## config.mk

```make
export PLATFORM = sky130hd
export DESIGN_NAME = nec_ir_decoder
export DESIGN_NICKNAME = d
export VERILOG_FILES = /design/src/rtl/nec_ir_decoder.sv
export SDC_FILE = /design/constraint.sdc
export NUM_CORES = 1
export LEC_CHECK = 0
export BUFFER_PORTS_ARGS = -buffer_cell sky130_fd_sc_hd__clkbuf_2
export CORE_MARGIN = 2
export CORE_UTILIZATION = 45
export CTS_CLUSTER_DIAMETER = 200
export DETAILED_ROUTE_END_ITERATION = 7
export PLACE_DENSITY = 0.71
export SETUP_SLACK_MARGIN = 0.4
export SYNTH_ARGS = -nofsm -noshare
export SYNTH_HDL_FRONTEND = slang
export SYNTH_SLANG_ARGS = --single-unit
```

## constraint.sdc

```tcl
create_clock -name clk -period 3 [get_ports clk]
set_input_delay 0.15 -clock clk [delete_from_list [all_inputs] [get_ports clk]]
set_output_delay 0.15 -clock clk [all_outputs]
set_load 0.05 [all_outputs]
```

## src/rtl/nec_ir_decoder.sv

```systemverilog
// NEC infrared frame decoder: measures mark/space durations in 10 us ticks and
// assembles the 32-bit code word, flagging repeat frames and malformed frames.
module nec_ir_decoder #(
  parameter int CLK_HZ    = 50_000_000,
  parameter bit CHECK_INV = 1'b1
) (
  input  logic        clk,
  input  logic        reset,
  input  logic        ir_in,
  output logic [31:0] code,
  output logic        code_valid,
  output logic        repeat_pulse,
  output logic        err
);

  localparam int DIV = CLK_HZ / 100_000;
  localparam int PW  = (DIV > 1) ? $clog2(DIV) : 1;

  localparam logic [10:0] DUR_MAX  = 11'd2047;
  localparam logic [10:0] LEAD_LO  = 11'd800;
  localparam logic [10:0] LEAD_HI  = 11'd1000;
  localparam logic [10:0] DATA_LO  = 11'd400;
  localparam logic [10:0] DATA_HI  = 11'd500;
  localparam logic [10:0] RPT_LO   = 11'd180;
  localparam logic [10:0] RPT_HI   = 11'd270;
  localparam logic [10:0] SHORT_LO = 11'd40;
  localparam logic [10:0] SHORT_HI = 11'd75;
  localparam logic [10:0] LONG_LO  = 11'd140;
  localparam logic [10:0] LONG_HI  = 11'd190;

  typedef enum logic [2:0] {
    IDLE, LEAD_MARK, LEAD_SPACE, BIT_MARK, BIT_SPACE, STOP_MARK, RPT_MARK
  } state_t;

  function automatic logic in_win(input logic [10:0] d, input logic [10:0] lo,
                                  input logic [10:0] hi);
    return (d >= lo) && (d <= hi);
  endfunction

  logic          sync1_q, sync2_q, prev_q;
  logic [PW-1:0] pre_q, pre_d;
  logic [10:0]   dur_q, dur_d;
  state_t        state_q, state_d;
  logic [5:0]    cnt_q, cnt_d;
  logic [31:0]   shift_q, shift_d;
  logic [31:0]   code_q, code_d;
  logic          cv_q, cv_d, rp_q, rp_d, err_q, err_d;
  logic          edge_w, rise_w, fall_w, tick_w;
  logic          short_w, long_w, inv_ok_w, bad;

  assign edge_w = sync2_q ^ prev_q;
  assign rise_w = edge_w & sync2_q;
  assign fall_w = edge_w & ~sync2_q;
  assign tick_w = (pre_q == PW'(DIV - 1));

  assign short_w  = in_win(dur_q, SHORT_LO, SHORT_HI);
  assign long_w   = in_win(dur_q, LONG_LO, LONG_HI);
  assign inv_ok_w = !CHECK_INV || ((shift_q[31:24] == ~shift_q[23:16]) &&
                                   (shift_q[15:8] == ~shift_q[7:0]));

  assign code         = code_q;
  assign code_valid   = cv_q;
  assign repeat_pulse = rp_q;
  assign err          = err_q;

  always_ff @(posedge clk) begin
    if (reset) begin
      sync1_q <= 1'b1;
      sync2_q <= 1'b1;
      prev_q  <= 1'b1;
      pre_q   <= '0;
      dur_q   <= '0;
      state_q <= IDLE;
      cnt_q   <= '0;
      shift_q <= '0;
      code_q  <= '0;
      cv_q    <= 1'b0;
      rp_q    <= 1'b0;
      err_q   <= 1'b0;
    end else begin
      sync1_q <= ir_in;
      sync2_q <= sync1_q;
      prev_q  <= sync2_q;
      pre_q   <= pre_d;
      dur_q   <= dur_d;
      state_q <= state_d;
      cnt_q   <= cnt_d;
      shift_q <= shift_d;
      code_q  <= code_d;
      cv_q    <= cv_d;
      rp_q    <= rp_d;
      err_q   <= err_d;
    end
  end

  // Both counters restart on every edge so dur_q is the length of the level that just ended.
  always_comb begin
    pre_d = pre_q;
    dur_d = dur_q;
    if (edge_w) begin
      pre_d = '0;
      dur_d = '0;
    end else if (tick_w) begin
      pre_d = '0;
      if (dur_q != DUR_MAX) dur_d = dur_q + 11'd1;
    end else begin
      pre_d = pre_q + PW'(1);
    end
  end

  always_comb begin
    state_d = state_q;
    cnt_d   = cnt_q;
    shift_d = shift_q;
    code_d  = code_q;
    cv_d    = 1'b0;
    rp_d    = 1'b0;
    err_d   = 1'b0;
    bad     = 1'b0;
    case (state_q)
      IDLE: if (fall_w) state_d = LEAD_MARK;
      LEAD_MARK: if (edge_w) begin
        if (rise_w && in_win(dur_q, LEAD_LO, LEAD_HI)) state_d = LEAD_SPACE;
        else bad = 1'b1;
      end
      LEAD_SPACE: if (edge_w) begin
        if (fall_w && in_win(dur_q, DATA_LO, DATA_HI)) begin
          cnt_d   = '0;
          state_d = BIT_MARK;
        end else if (fall_w && in_win(dur_q, RPT_LO, RPT_HI)) begin
          state_d = RPT_MARK;
        end else bad = 1'b1;
      end
      BIT_MARK: if (edge_w) begin
        if (rise_w && short_w) state_d = BIT_SPACE;
        else bad = 1'b1;
      end
      BIT_SPACE: if (edge_w) begin
        if (fall_w && (short_w || long_w)) begin
          shift_d = {shift_q[30:0], long_w};
          cnt_d   = cnt_q + 6'd1;
          state_d = (cnt_q == 6'd31) ? STOP_MARK : BIT_MARK;
        end else bad = 1'b1;
      end
      STOP_MARK: if (edge_w) begin
        if (rise_w && short_w && inv_ok_w) begin
          code_d  = shift_q;
          cv_d    = 1'b1;
          state_d = IDLE;
        end else bad = 1'b1;
      end
      RPT_MARK: if (edge_w) begin
        if (rise_w && short_w) begin
          rp_d    = 1'b1;
          state_d = IDLE;
        end else bad = 1'b1;
      end
      default: state_d = IDLE;
    endcase
    // A level stuck past the counter range abandons the frame exactly once.
    if (state_q != IDLE && !edge_w && dur_q == DUR_MAX) bad = 1'b1;
    if (bad) begin
      state_d = IDLE;
      err_d   = 1'b1;
    end
  end

endmodule
```

## Yosys cells after proc, flatten, opt, wreduce, memory -nomap -nowiden

Cells that the tools add are included.

- $add $sub $neg: 3
- Bitwise gates (word level): 9
- Magnitude comparators: 10
- Mux-type cells: 37
- Equal/unequal tests: 26
- Reductions and logical operators: 30

Operators by type and width:

| kind | number |
|---|---|
| 3-bit 2-to-1 mux | 15 |
| 2-bit != test (second input constant) | 13 |
| 6-bit 2-to-1 mux | 4 |
| 11-bit by 8-bit greater-or-equal comparator with 1-bit output (second input constant) | 2 |
| 11-bit by 9-bit <= comparator with 1-bit output (second input constant) | 2 |
| 3-bit case mux with 7 select lines | 1 |
| 8-bit == test | 2 |
| 8-bit inverter | 2 |
| 1-bit 2-to-1 mux | 15 |
| 1-bit logical AND | 14 |
| 13-bit AND reduction | 1 |
| 6-bit case mux with 2 select lines | 1 |
| 11-bit by 1-bit adder with 11-bit output (second input constant) | 1 |
| 11-bit == test (second input constant) | 1 |
| 11-bit by 10-bit greater-or-equal comparator with 1-bit output (second input constant) | 1 |
| 11-bit by 6-bit greater-or-equal comparator with 1-bit output (second input constant) | 1 |
| 11-bit by 9-bit greater-or-equal comparator with 1-bit output (second input constant) | 1 |
| 11-bit by 10-bit <= comparator with 1-bit output (second input constant) | 1 |
| 11-bit by 7-bit <= comparator with 1-bit output (second input constant) | 1 |
| 11-bit by 8-bit <= comparator with 1-bit output (second input constant) | 1 |
| 11-bit != test (second input constant) | 1 |
| 9-bit by 1-bit adder with 9-bit output (second input constant) | 1 |
| 3-bit == test (second input constant) | 3 |
| 9-bit == test (second input constant) | 1 |
| 19 further kinds | 29 |

- Output and inout bits: 35
- Register bits after elaboration: 99
- Word-level logic and storage cells: 127
- Input port bits: 3

## Depth between registers and ports, before layout

- Depth in word-level cells: 9
- Depth in mapped cells: 9
- Mapped depth without buffers: 9

## Worst setup path before layout

OpenSTA, ideal clock, no wires.

- Path type: reg-to-reg
- Start: register dur_q[0]
- End: register state_q[2]
- Stages on the path, launching flop included: 9
- Buffers on the path: 0
- Slack: 875 ps
- Data required time: 2914 ps
- Data arrival time: 2039 ps
- Cells stage by stage: dfxtp_1 > ha_1 > nand4b_1 > a32oi_1 > o22ai_1 > o31ai_1 > a311o_1 > or3_1 > a211oi_1

- Word-level cells in the longest chain between the ends: 9
- Elaborated cells on any way between the ends: 48
- Classes of those cells: 10 x order compare; 7 x eq/ne; 16 x mux; 15 x reduce/logical

RTL lines:

| what | RTL line | source |
|---|---|---|
| start, declared | 42 | `logic [10:0] dur_q, dur_d;` |
| start signal, assigned | 85 | `dur_q <= dur_d;` |
| 11-bit by 8-bit greater-or-equal comparator with 1-bit output, or another cell as far along | 37 | `return (d >= lo) && (d <= hi);` |
| 1-bit logical AND | 37 |  |
| 1-bit logical AND, or another cell as far along | 130 | `end else if (fall_w && in_win(dur_q, RPT_LO, RPT_HI)) begin` |
| 1-bit 2-to-1 mux, or another cell as far along | 130 |  |
| 1-bit 2-to-1 mux, on equally long branches | 127, 139, 146 |  |
| 1-bit 2-to-1 mux, on equally long branches | 126, 138, 145 |  |
| 1-bit case mux with 5 select lines | 120 | `case (state_q)` |
| 1-bit 2-to-1 mux | 161 | `if (state_q != IDLE && !edge_w && dur_q == DUR_MAX) bad = 1'b1;` |
| 2-bit OR reduction (no source line) | - |  |
| end signal, assigned | 86 | `state_q <= state_d;` |
| end, declared | 43 | `state_t state_q, state_d;` |

Parallel ways exist; a longest one is shown, timed or not. The select of a mux whose other input is x is not followed.
A chain may end at the register's enable or synchronous reset.

## Final worst setup path

- Start: register state_q[1]
- End: register cnt_q[5]

- Word-level cells in the longest chain between the ends: 3
- Elaborated cells on any way between the ends: 9
- Classes of those cells: 6 x eq/ne; 1 x mux; 2 x reduce/logical

RTL lines:

| what | RTL line | source |
|---|---|---|
| 3-bit by 2-bit == test with 1-bit output or 3-bit == test (tied branches) | 120 |  |
| 2-bit != test (no source line) or 2-bit nonzero test (tied branches) | - |  |
| 5-bit AND reduction (no source line) | - |  |
| end signal, assigned | 87 | `cnt_q <= cnt_d;` |
| end, declared | 44 | `logic [5:0] cnt_q, cnt_d;` |

Parallel ways exist; a longest one is shown, timed or not.

==> out/results.txt <==
Result of the run: finished clean
CP Capture Type: flop
Vias in the first global route: 3132
Maximum fanout along the worst path: 17
Final Hold Viols: 0
DIE AREA: 10600 um^2
Most used DFF post-synth: dfxtp_1
Hold Crit Class: in2reg
WS Path Type: reg2reg
Reg2reg setup slack: 0.62 ns
Critical path arrival: 2.65 ns
Layout cells sized above 1: 14.9%
GPL Wtd Cong: 0.853
Post-Route Utilization: 50.9%
Routed WL: 8.70 mm
Total CTS buffers: 9
Min-delay src: reset
Clock transition at path regs: 0.10 ns
Required time of the worst setup path: 3.28 ns
R2r startpoint: state_q[1]
H-tree level count: 3
First-pass iteration count of the detailed router: 4
Most frequent cells in the layout: dfxtp_1 (95), nand2_1 (84), nor2_1 (72)
Syn Inst Count: 512
Final-report setup violation count: 0
Overall global routing resource usage: 17.4%
Post-route antenna net violation count: 0
CP peak stage delay: 0.70 ns
Ant. Diodes: 0
Tcrit/Tclk final: 79.2%
Core Footprint: 9640 um^2
Vias: 3507
Final Cell Area: 4910 um^2
Cell row count: 36
CP startpoint: state_q[1]
Leak: 2.12 nW
Clock Latency Late Sink: 0.37 ns
Sink Count: 99
Width of the chip: 103 um
Commonest non-fill, non-tap cell in the layout: dfxtp_1
Vias per cell: 5.20
IO Pins: 38
RSZ-0062 raised after global routing: true
Seq/Total Area, Yosys: 45.1%
Die Ht: 103 um
Slowest-stage cell, CP: dfxtp_1
Crit path launch type: flop
Setup_tns: 0 ns
Global-route wire length before repair: 14.7 mm
Worst path cell trace: nor2b_1 > or4b_1 > a21boi_1 > nand4_1 > xor2_1 > nor2_1
TritonCTS clock tree: yes
Fin nets: 547
Longest Clk Path Bufs: 2
Synth-to-Final Area Change: 11.6%
Least-Margin Pin Slew: 0.761 ns
GRT Residual Overflow: 0
VDD IR max: 0.286 mV
HPWL Detailed: 5.91 mm
Port bufs: 37
Avg Cell Area, Syn: 8.58 um^2
Slew Limit Headroom: 49.3%
DR DRC count: 0
WL/cell: 12.9 um
Fin crit period: 2.38 ns
Pwr dens: 469 nW/um^2
Cell area after synthesis: 4400 um^2
Asr flop ratio synth: 0%
Synth cell types: 56
EDFF count, synth: 0
Fmax: 421 MHz
Final Skew: 0.0115 ns
Net Count, Synth: 521
Synth warn: 0
Initial antenna violation count: 0
Dpl cell area: 4650 um^2
Largest net degree at the start of global routing: 77
Root buffer cell: clkbuf_8
Seq cells post-synth: 99
Slew Limit Fails: 0
1st-iter DRT viols: 135
Initial Utilization: 45.6%
Max-cap viol count: 0
per-stage QoR:
step	worst slack, ns	hold WS [ns]	total power, W	instances
after floorplan	0.875	0.254	0.00143	512
after global placement	0.551	0.337	0.00145	656
after detailed placement	0.447	0.343	0.00145	656
after CTS	0.423	0.213	0.00234	672
after global routing	0.370	0.245	0.00240	675
final	0.623	0.231	0.00230	675
routing by layer:
| metal | up-vias | share of wire (%) | global-route usage, % |
|---|---|---|---|
| li1 | 1791 | - | - |
| met5 | - | 0 | 0 |
| met2 | 63 | 44 | 25.0 |
| met1 | 1645 | 50 | 24.6 |
| met4 | 0 | 1.3 | 6.07 |
| met3 | 8 | 4.6 | 5.56 |
repair_timing:
item	CTS	global route
hold buffers	1	0
setup buffers	0	3
endpoints found under the setup margin	0	64
resized for setup	0	7
endpoints found under the hold margin	1	0
registers in the layout (all words and copies together), names as in the netlist:
register,flops
code,32
shift_q,32
dur_q,11
pre_q,9
cnt_q,6
state_q,3
code_valid,1
err,1
prev_q,1
repeat_pulse,1
sync1_q,1
sync2_q,1
path summary, 6_finish.rpt:
kind                            endpoint  cells after the start
worst max-delay path            cnt_q[5]                      6
worst min register to register   sync2_q                      1
worst min-delay path            dur_q[4]                      4
worst max register to register  cnt_q[5]                      6
synth_stat cells, drive strengths merged, types with 3 or more instances:
cell / count / area share, %
mux2i: 32 / 7.3
and3: 8 / 1.1
nand3b: 4 / 0.68
nand3: 9 / 1.0
clkbuf: 18 / 1.5
nand2: 84 / 7.2
dfxtp: 99 / 45
nor3: 6 / 0.68
buf: 14 / 2.1
xnor2: 9 / 1.8
a211oi: 3 / 0.63
nor4: 4 / 1.0
xor2: 24 / 4.8
a21oi: 39 / 4.4
nand4: 13 / 1.9
or2: 5 / 0.71
ha: 6 / 1.7
o31ai: 4 / 0.68
o21ai: 7 / 0.80
nor2: 73 / 6.2
nand2b: 4 / 0.57
nor2b: 4 / 0.57
inv: 9 / 0.77
worst max-delay path, delay by kind of cell, from the launching register on:
kind | cells | cell delay (ns)
simple gates | 4 | 1.01
flops | 1 | 0.70
xor+xnor | 1 | 0.17
compound gates | 1 | 0.38
report_power, final:
group          switching [W]  internal [W]
Combinational      0.0000500     0.0000300
Clock               0.000483      0.000398
Sequential         0.0000209       0.00132
Total               0.000553       0.00175
cell families after synthesis:
family                   Yosys count  share of synthesized area [%]
AO/OA/AOI/OAI                     73                           10.4
buffers and inverters             41                           4.44
flip-flops                        99                           45.1
AND/OR/NAND/NOR                  227                           24.2
XOR/XNOR                          33                           6.58
adder cells (fa/ha/maj)            6                           1.71
multiplexers                      33                           7.54
cell type report:
cell class	instances	area [um^2]
inverter	9	33.8
sequential	99	1990
tap	133	166
multi-input combinational	372	2240
clock inverter	6	81.3
fill	911	4730
clock buffer	9	124
timing repair buffer	47	275
No activity file was read; power rests on OpenSTA's default activity.
